`src/rtl/fp_pkg.sv`:
```
// Shared FP32 datapath constants and types for the add/sub back end
// (normalise/round/pack) and the multiplier datapath.
package fp_pkg;

    localparam int SIZE_EXP  = 8;
    localparam int SIZE_MAN  = 24;
    localparam int SIZE_DATA = 1 + SIZE_EXP + SIZE_MAN - 1;
    localparam int EXP_BIAS  = 127;
    localparam int EXP_MAX   = 255;

    localparam int SUM_W = SIZE_MAN + 4;
    localparam int LZ_W  = SIZE_MAN + 3;
    localparam int LZC_W = $clog2(LZ_W + 1);

    // exp carries one extra bit so carry/rounding increments past EXP_MAX stay visible
    typedef struct packed {
        logic                sign;
        logic [SIZE_EXP:0]   exp;
        logic [SIZE_MAN-1:0] man;
        logic [2:0]          grs;
        logic                is_zero;
        logic                is_sub;
    } norm_stage_t;

    typedef struct packed {
        logic                sign;
        logic [SIZE_EXP-1:0] exp;
        logic [SIZE_MAN-2:0] frac;
    } fp_word_t;

endpackage

```
`src/rtl/lzc_counter.sv`:
```
// Combinational leading-zero count; an all-zero vector returns WIDTH.
module lzc_counter #(
    parameter int WIDTH = 27,
    parameter int CNT_W = $clog2(WIDTH + 1)
) (
    input  logic [WIDTH-1:0] vec,
    output logic [CNT_W-1:0] cnt
);

    // scanning upward lets the highest set bit win
    always_comb begin
        cnt = CNT_W'(WIDTH);
        for (int i = 0; i < WIDTH; i++) begin
            if (vec[i]) cnt = CNT_W'(WIDTH - 1 - i);
        end
    end

endmodule

```
`src/rtl/fp_norm_pack.sv`:
```
// FP32 add/sub back end: normalise, round-to-nearest-even, pack; 2-stage valid/ready pipe.
// Define FP_NORM_PACK_FTZ_EN to flush subnormal results to signed zero.
module fp_norm_pack
    import fp_pkg::*;
(
    input  logic                 i_clk,
    input  logic                 i_rst_n,
    input  logic                 i_valid,
    output logic                 o_ready,
    input  logic                 i_sign,
    input  logic [SIZE_EXP-1:0]  i_exp,
    input  logic [SUM_W-1:0]     i_sum,
    output logic                 o_valid,
    input  logic                 i_ready,
    output logic [SIZE_DATA-1:0] o_data,
    output logic                 o_overflow,
    output logic                 o_underflow
);

    logic        s1_valid;
    norm_stage_t s1;
    norm_stage_t s1_nxt;
    logic        s1_adv;
    logic        s2_adv;

    logic [LZC_W-1:0]    lz;
    logic [SIZE_EXP-1:0] lz_w;
    logic [SIZE_EXP-1:0] sh_lim;
    logic [SIZE_EXP-1:0] sh;
    logic [LZ_W-1:0]     shifted;

    logic                inc;
    logic [SIZE_MAN:0]   rnd;
    logic [SIZE_EXP:0]   exp_r;
    logic [SIZE_MAN-2:0] frac_r;
    fp_word_t            res;
    logic                ovf_nxt;
    logic                unf_nxt;

    assign s2_adv  = !o_valid || i_ready;
    assign s1_adv  = !s1_valid || s2_adv;
    assign o_ready = s1_adv;

    lzc_counter #(.WIDTH(LZ_W), .CNT_W(LZC_W)) u_lzc (
        .vec (i_sum[LZ_W-1:0]),
        .cnt (lz)
    );

    // left shift is capped so the exponent never drops below 1; the cap marks a subnormal
    always_comb begin
        lz_w    = SIZE_EXP'(lz);
        sh_lim  = i_exp - 1'b1;
        sh      = (lz_w <= sh_lim) ? lz_w : sh_lim;
        shifted = i_sum[LZ_W-1:0] << sh;

        s1_nxt         = '0;
        s1_nxt.sign    = i_sign;
        s1_nxt.is_zero = (i_sum == '0);
        if (i_sum[SUM_W-1]) begin
            s1_nxt.exp = {1'b0, i_exp} + 1'b1;
            s1_nxt.man = i_sum[SUM_W-1:4];
            s1_nxt.grs = {i_sum[3], i_sum[2], i_sum[1] | i_sum[0]};
        end else begin
            s1_nxt.exp    = {1'b0, i_exp} - {1'b0, sh};
            s1_nxt.man    = shifted[LZ_W-1:3];
            s1_nxt.grs    = shifted[2:0];
            s1_nxt.is_sub = (sh < lz_w) && !s1_nxt.is_zero;
        end
    end

    always_comb begin
        inc = s1.grs[2] && (s1.grs[1] || s1.grs[0] || s1.man[0]);
        rnd = {1'b0, s1.man} + {{SIZE_MAN{1'b0}}, inc};

        // a subnormal that rounds into the hidden bit becomes exponent field 1
        if (s1.is_sub) begin
            exp_r  = {{SIZE_EXP{1'b0}}, rnd[SIZE_MAN-1]};
            frac_r = rnd[SIZE_MAN-2:0];
        end else if (rnd[SIZE_MAN]) begin
            exp_r  = s1.exp + 1'b1;
            frac_r = '0;
        end else begin
            exp_r  = s1.exp;
            frac_r = rnd[SIZE_MAN-2:0];
        end

        res      = '{sign: s1.sign, exp: exp_r[SIZE_EXP-1:0], frac: frac_r};
        ovf_nxt  = 1'b0;
        unf_nxt  = (exp_r == '0) && (|s1.grs);

        if (exp_r >= (SIZE_EXP+1)'(EXP_MAX)) begin
            res     = '{sign: s1.sign, exp: '1, frac: '0};
            ovf_nxt = 1'b1;
            unf_nxt = 1'b0;
        end
`ifdef FP_NORM_PACK_FTZ_EN
        else if (exp_r == '0) begin
            res     = '{sign: s1.sign, exp: '0, frac: '0};
            unf_nxt = 1'b1;
        end
`endif

        if (s1.is_zero) begin
            res     = '0;
            ovf_nxt = 1'b0;
            unf_nxt = 1'b0;
        end
    end

    always_ff @(posedge i_clk) begin
        if (!i_rst_n) begin
            s1_valid    <= 1'b0;
            s1          <= '0;
            o_valid     <= 1'b0;
            o_data      <= '0;
            o_overflow  <= 1'b0;
            o_underflow <= 1'b0;
        end else begin
            if (s1_adv) begin
                s1_valid <= i_valid;
                if (i_valid) s1 <= s1_nxt;
            end
            if (s2_adv) begin
                o_valid <= s1_valid;
                if (s1_valid) begin
                    o_data      <= res;
                    o_overflow  <= ovf_nxt;
                    o_underflow <= unf_nxt;
                end
            end
        end
    end

endmodule
```
`config.mk`:
```
export PLATFORM = sky130hd
export DESIGN_NAME = fp_norm_pack
export DESIGN_NICKNAME = d
export VERILOG_FILES = /design/src/rtl/fp_pkg.sv /design/src/rtl/lzc_counter.sv /design/src/rtl/fp_norm_pack.sv
export SDC_FILE = /design/constraint.sdc
export NUM_CORES = 1
export LEC_CHECK = 0
export ABC_AREA = 1
export CAP_MARGIN = 5
export CORE_ASPECT_RATIO = 1.25
export CORE_MARGIN = 2
export CORE_UTILIZATION = 50
export CTS_BUF_LIST = sky130_fd_sc_hd__clkbuf_16
export DETAILED_ROUTE_END_ITERATION = 6
export PLACE_DENSITY = 0.72
export SETUP_SLACK_MARGIN = 0.15
export SYNTH_ARGS = -nofsm -noshare
export SYNTH_HDL_FRONTEND = slang
export SYNTH_SLANG_ARGS = --single-unit
```
`constraint.sdc`:
```
create_clock -name i_clk -period 7.9 [get_ports i_clk]
set_input_delay 1.58 -clock i_clk [delete_from_list [all_inputs] [get_ports i_clk]]
set_output_delay 1.58 -clock i_clk [all_outputs]
set_load 0.02 [all_outputs]
```
==> summary.md, run 1 <==
| Metric | Value |
|---|---|
| Reg-to-Reg End | o_data[0] |
| Fill count | roughly 1,200 |
| DRC | 0 |
| Hold path startpoint | o_data[15] |
| NumNets Final | approximately 1,100 |
| Number of synthesized flops with an enable pin | 0 |
| Commonest cells after routing, fill and taps aside | nand2_1, nand3_1, inv_1 |
| Input/output buffers | 76 |
| Bufs on Longest Clock Path | 2 |
| Hold Buf Count CTS | 0 |
| First-pass detailed-route iteration total | 6 |
| Least-Margin Pin Slew | 0.826 ns |
| Tot GR Track Use | a little over a quarter |
| Initial antenna violation count | 0 |
| CP Data Arrival Time | around 7.1 ns |
| Setup TNS | 0 ns |
| Worst setup SP type | input pin |
| Skew final | about 0.0044 ns |
| Synth Register Bits | 75 |
| Synth Instances | between 1,000 and 1,500 |
| Status | completed |
| Critical path class | in -> reg |
| Vias | between 6,000 and 7,000 |
| CP max stage delay | roughly 0.62 ns |
| Vias/cell | around 5.5 |
| Leading cell type in the layout, fill and taps excluded | nand2_1 |
| Critical Path End Type | flop |
| CTS tree | yes |
| Placement Cell Area | slightly below 7000 µm² |
| Reg-to-Reg Start | s1[5] |
| Cell mode on critical path | nand2_1 |
| Largest net degree at the start of global routing | 51 |
| Grt ovf | 0 |
| Antenna diodes | 0 |
| WHS | 0.460 ns |
| Row count | between 40 and 50 |
| Final worst path period share | between 80 and 90% |
| Synth Cell Area | roughly 6100 µm² |
| Mapped Avg Cell Area | 6.05 µm² |
| Post-synthesis sequential area ratio | roughly 25% |
| Req. time, crit path | between 8 and 9 ns |
| Routed Antenna Nets | 0 |
| Hold path depth | 2 |
| HPWL after detailed placement | approximately 13,000 µm |
| Critical path peak fanout | 10 |
| Power Dens Cells | around 150 nW/µm² |
| Clock Sinks | 75 |
| Die X | 103 µm |
| DRT iter0 DRCs | 469 |
| Async S/R FF share, synth | 0% |
| Clk_lat worst skew | 0.33 ns |
| Setup bufs post-CTS | 0 |
| Die H | about 130 µm |
| Core box area | around 12,000 µm² |
| CTS Buf Count | 9 |
| Top-area cell type share of the netlist area | 24.7% |
| Max-Cap Viols | 0 |
| Reg clk slew, reported paths | around 0.050 ns |
| Die area | between 10,000 and 15,000 µm² |
| # IOs | between 70 and 80 |
| Share of post-route cells with drive strength above 1 | under 10% |
| Leak | approximately 0.0032 µW |
| Worst hold endpoint | o_data[15] |
| First-pass GRT wire length | roughly 29,000 µm |
| Syn Nets | approximately 1,100 |
| Synth warnings | 0 |
| Area grow syn2layout | 18.6% |
| Initial Utilization | 50.7% |
| Cell taking the most area after synthesis | dfxtp_1 |
| RSZ-0062 raised after global routing | false |
| Finished layout cell area | 7210 µm² |
| Routed Wire Length | ~18,000 µm |
| H-tree levels | 3 |
| Vias in the first global route | around 6,000 |
| Synth unique cells | 41 |
| Reg2Reg Depth | 25 |
| Fin crit period | approximately 6.8 ns |
| Post-CTS resize count | 0 |
| Ys flop type | dfxtp_1 |
| Clk root buf | clkbuf_16 |
| Final Hold Fails | 0 |
| Max Slew Vio Count | 0 |
| Max-slew headroom | between 40 and 50% |
| Hold Crit Class | reg -> reg |
| Top cells by area, synth | dfxtp_1, nand2_1, nand3_1 |
| Routed WL per cell | approximately 14 µm |
| Fmax | approximately 150 MHz |
| Slowest-stage cell, CP | clkdlybuf4s50_1 |
| VDD IR max | 0.107 mV |
| Final setup viols | 0 |
| Placer Congestion | ~1 |
| R2R setup slack | 4.20 ns |
how the worst max path moves through the flow:
stage	from	end	slack, ns	cells past startpoint
finish	i_sum[0]	s1[37]	1.07	49
global route	i_sum[0]	s1[37]	0.31	51
CTS	i_sum[0]	s1[37]	1.12	49
detailed placement	i_sum[0]	s1[37]	0.78	49
global placement	i_sum[0]	s1[37]	0.89	49
floorplan	i_sum[2]	s1[36]	1.62	49
synth_stat cells, types with 2 or more instances:
cell type	number
a211oi_1	2
a21oi_1	100
a21oi_2	4
a31oi_1	10
buf_1	5
buf_2	6
buf_6	2
clkbuf_1	35
clkinv_1	3
dfxtp_1	75
ha_1	21
inv_1	101
inv_2	9
nand2_1	256
nand2_2	2
nand3_1	168
nand3_2	4
nand3b_2	5
nand4_1	13
nor2_1	45
nor2_2	8
nor2_4	2
nor3_1	6
nor3_2	4
nor4_1	5
nor4_2	2
o211ai_1	16
o21a_1	3
o21ai_0	58
o21ai_1	3
o21bai_1	2
or2_2	8
xnor2_1	2
xor2_1	13
metrics by stage:
stage / cells / worst slack (ns) / total power (µW) / utilization, %
4_1_cts: 1227 / 1.12 / 1080 / 60.1
6_report: 1227 / 1.07 / 1080 / 60.1
5_1_grt: 1227 / 0.312 / 1140 / 60.1
2_1_floorplan: 1005 / 1.62 / 638 / -
3_3_place_gp: 1211 / 0.893 / 734 / 58.0
3_5_place_dp: 1211 / 0.783 / 735 / 58.0
layer usage:
layer	wire length [µm]	global-route usage, %
met1	7800	35.3
met2	8380	46.0
met3	946	3.23
met4	494	10.9
met5	0	0
state kept, by name, indices dropped and copies added (netlist names):
name         cells
o_overflow       1
s1_valid         1
o_valid          1
s1              39
o_data          32
o_underflow      1
area by class of cell:
class                      count  area [µm²]  area share (%)
tap                          164         205            2.85
clock inverter                 7        28.8           0.399
clock buffer                   9         225            3.13
timing repair buffer          90         866            12.0
sequential                    75        1500            20.8
inverter                     113         424            5.89
multi-input combinational    769        3960            54.9
power by group:
part           switching [µW]  internal (µW)
combinational             194            114
clock                     141            205
sequential               20.1            403
total                     356            723
worst max-delay path: cells and delay by family:
| family | cells | cell delay [ns] |
|---|---|---|
| buffers and inverters | 3 | 0.76 |
| XOR/XNOR | 1 | 0.12 |
| adder cells (fa/ha/maj) | 2 | 0.59 |
| AO/OA/AOI/OAI | 8 | 1.51 |
| AND/OR/NAND/NOR | 35 | 2.48 |
cell families after synthesis:
kind of cell	synth area share, %
compound gates	18.5
xor+xnor	2.16
fa+ha+maj	4.65
buf+inv	10.3
flops	24.7
simple gates	39.7
Note: power is estimated with default switching activity, not from simulation.
==> run 2, diff against run 1 <==
--- a/config.mk
+++ b/config.mk
@@ -10,7 +10,7 @@
 export CORE_ASPECT_RATIO = 1.25
 export CORE_MARGIN = 2
 export CORE_UTILIZATION = 50
-export CTS_BUF_LIST = sky130_fd_sc_hd__clkbuf_16
+export CTS_BUF_LIST = sky130_fd_sc_hd__clkbuf_4 sky130_fd_sc_hd__clkbuf_8
 export DETAILED_ROUTE_END_ITERATION = 6
 export PLACE_DENSITY = 0.72
 export SETUP_SLACK_MARGIN = 0.15
==> summary.md, run 2 (synthesis gave the netlist of run 1 again) <==
| Metric | Value |
|---|---|
| Die X | 103 µm (unchanged) |
| Row count | 45 (unchanged) |
| Final setup viols | 0 (unchanged) |
| Req. time, crit path | 8.14 ns (was 8.13 ns) |
| Routed WL per cell | 14.3 µm (was 14.4 µm) |
| DRC | 0 (unchanged) |
| Max Slew Vio Count | 0 (unchanged) |
| Vias/cell | 5.50 (was 5.53) |
| Hold Crit Class | reg -> reg (unchanged) |
| Fin cells | 1,227 (unchanged) |
| Regs by FF count | s1: 39 flops, o_data: 32 flops (unchanged) |
| Worst hold endpoint | o_data[15] (unchanged) |
| Status | completed (unchanged) |
| Largest net degree at the start of global routing | 51 (unchanged) |
| DRT iter0 DRCs | 424 (was 469) |
| Clk_lat worst skew | 0.34 ns (was 0.33 ns) |
| Critical Path End Type | flop (unchanged) |
| Share of post-route cells with drive strength above 1 | 7.62% (was 7.15%) |
| Leading cell type in the layout, fill and taps excluded | nand2_1 (unchanged) |
| Critical path class | in -> reg (unchanged) |
| Skew final | 0.00548 ns (was 0.00445 ns) |
| Power share of the sequential group | 42.3% (was 39.3%) |
| # IOs | 77 (unchanged) |
| Clock Sinks | 75 (unchanged) |
| Placer Congestion | 0.996 (unchanged) |
| Reg clk slew, reported paths | 0.07 ns (was 0.05 ns) |
| Power Total | 1000 µW (was 1080 µW) |
| Hold Buf Count CTS | 0 (unchanged) |
| Setup bufs post-CTS | 0 (unchanged) |
| First-pass GRT wire length | 28,400 µm (was 28,600 µm) |
| Final Hold Fails | 0 (unchanged) |
| Max-Cap Viols | 0 (unchanged) |
| Fmax | 147 MHz (was 146 MHz) |
| Clk pwr share | 26.9% (was 32.1%) |
| Least-Margin Pin Slew | 0.812 ns (was 0.826 ns) |
| Vias in the first global route | 6,036 (was 6,049) |
| Initial Utilization | 50.7% (unchanged) |
| Post-CTS resize count | 0 (unchanged) |
| Fill count | 1,262 (was 1,245) |
| Final worst path period share | 86.1% (was 86.5%) |
| Grt ovf | 0 (unchanged) |
| Routed Wire Length | 17,500 µm (was 17,600 µm) |
| Die area | 13,100 µm² (unchanged) |
| Leak | 0.00315 µW (was 0.00319 µW) |
| Commonest cells after routing, fill and taps aside | nand2_1, nand3_1, inv_1 (unchanged) |
| H-tree levels | 3 (unchanged) |
| Cells after DPL | 1,211 (unchanged) |
| Critical path peak fanout | 10 (unchanged) |
| Initial antenna violation count | 0 (unchanged) |
| Worst setup SP type | input pin (unchanged) |
| Comb power frac | 30.8% (was 28.6%) |
| R2R setup slack | 4.20 ns (about the same) |
| Max reg flops | 39 (unchanged) |
| CTS Buf Count | 9 (unchanged) |
| Sw power | 342 µW (was 356 µW) |
| VDD IR max | 0.0790 mV (was 0.107 mV) |
| Internal Power | 658 µW (was 723 µW) |
| Vias | 6,747 (was 6,786) |
| RSZ-0062 raised after global routing | false (unchanged) |
| Reg2Reg Depth | 25 (unchanged) |
| Tot GR Track Use | 27.0% (was 27.4%) |
| Antenna diodes | 0 (unchanged) |
| HPWL after detailed placement | 13,400 µm (unchanged) |
| Max-slew headroom | 45.8% (was 44.9%) |
| First-pass detailed-route iteration total | 5 (was 6) |
| Reg-to-Reg End | o_data[0] (unchanged) |
| Hold path depth | 2 (unchanged) |
| Routed Antenna Nets | 0 (unchanged) |
| Input/output buffers | 76 (unchanged) |
| Top reg by flops | s1 (unchanged) |
| Hold path startpoint | o_data[15] (unchanged) |
| CP max stage delay | 0.61 ns (was 0.62 ns) |
| NumNets Final | 1,121 (unchanged) |
| Die H | 127 µm (unchanged) |
| Fin crit period | 6.80 ns (was 6.83 ns) |
| Bufs on Longest Clock Path | 2 (unchanged) |
| Cell mode on critical path | nand2_1 (unchanged) |
| CTS tree | yes (unchanged) |
| Clk root buf | clkbuf_8 (was clkbuf_16) |
| Reg-to-Reg Start | s1[5] (unchanged) |
| CP Data Arrival Time | 7.05 ns (was 7.06 ns) |
| Core box area | 12,000 µm² (unchanged) |
| Setup TNS | 0 ns (unchanged) |
| Slowest-stage cell, CP | clkdlybuf4s50_1 (unchanged) |
| Power Dens Cells | 140 nW/µm² (was 150 nW/µm²) |
| Area grow syn2layout | 17.4% (was 18.6%) |
| Net Sw Frac | 34.2% (was 33.0%) |
## run 2: cell count changes in the layout (fill, tap and decap cells not counted), sizes merged
cell / previous run / this run
clkbuf: 9 / 14
inv: 113 / 110
clkinv: 7 / 5
## run 2: worst max-delay path by stage
stage,from,to,slack (ns),cells past startpoint
floorplan,i_sum[2],s1[36],1.62,49
global placement,i_sum[0],s1[37],0.89,49
detailed placement,i_sum[0],s1[37],0.78,49
CTS,i_sum[0],s1[37],1.14,49
global route,i_sum[0],s1[37],0.33,51
finish,i_sum[0],s1[37],1.10,49
## run 2: metrics by stage
| step | util, % | worst slack [ns] | hold slack [ns] | cell area (µm²) |
|---|---|---|---|---|
| finish | 59.5 | 1.10 | 0.461 | 7140 |
| global route | 59.5 | 0.332 | 0.483 | 7140 |
| CTS | 59.5 | 1.14 | 0.465 | 7140 |
| detailed placement | 58.0 | 0.783 | 0.454 | 6950 |
| global placement | 58.0 | 0.893 | 0.451 | 6950 |
| floorplan | - | 1.62 | 0.441 | 6080 |
## run 2: routing by layer
layer	up-vias	routed length, µm	global-route usage (%)
met3	36	1080	2.90
met5	-	0	0
met4	0	430	9.73
met2	223	8320	45.6
met1	3012	7720	35.3
li1	3476	-	-
## run 2: layout make-up
type / instances / area (µm²) / share of cell area (%)
clock buffers: 14 / 174 / 2.44
clock inverters: 2 / 10.0 / 0.140
inverters: 113 / 424 / 5.94
multi-input cells: 769 / 3960 / 55.4
flip-flops and latches: 75 / 1500 / 21.0
well taps: 164 / 205 / 2.88
repair buffers: 90 / 866 / 12.1
## run 2: power by group through the flow
stage	clock network (µW)	registers (µW)	logic, µW
2_1_floorplan	0	435	204
3_3_place_gp	0	430	304
3_5_place_dp	0	431	304
4_1_cts	276	422	306
5_1_grt	291	426	345
6_report	269	423	308
## run 2: critical path, delay by kind of cell
kind	cells	cell delay, ns
adders and majority gates	2	0.59
AOI/OAI and AO/OA	8	1.50
buffers and inverters	3	0.75
xor gates and xnor gates	1	0.12
and+or+nand+nor	35	2.48
==> run 3, diff against run 2 <==
--- a/config.mk
+++ b/config.mk
@@ -6,6 +6,7 @@
 export NUM_CORES = 1
 export LEC_CHECK = 0
 export ABC_AREA = 1
+export ABC_CLOCK_PERIOD_IN_PS = 7900
 export CAP_MARGIN = 5
 export CORE_ASPECT_RATIO = 1.25
 export CORE_MARGIN = 2
==> results of run 3 <==
No change in the layout: final DEF, timing and power equal those of run 2.
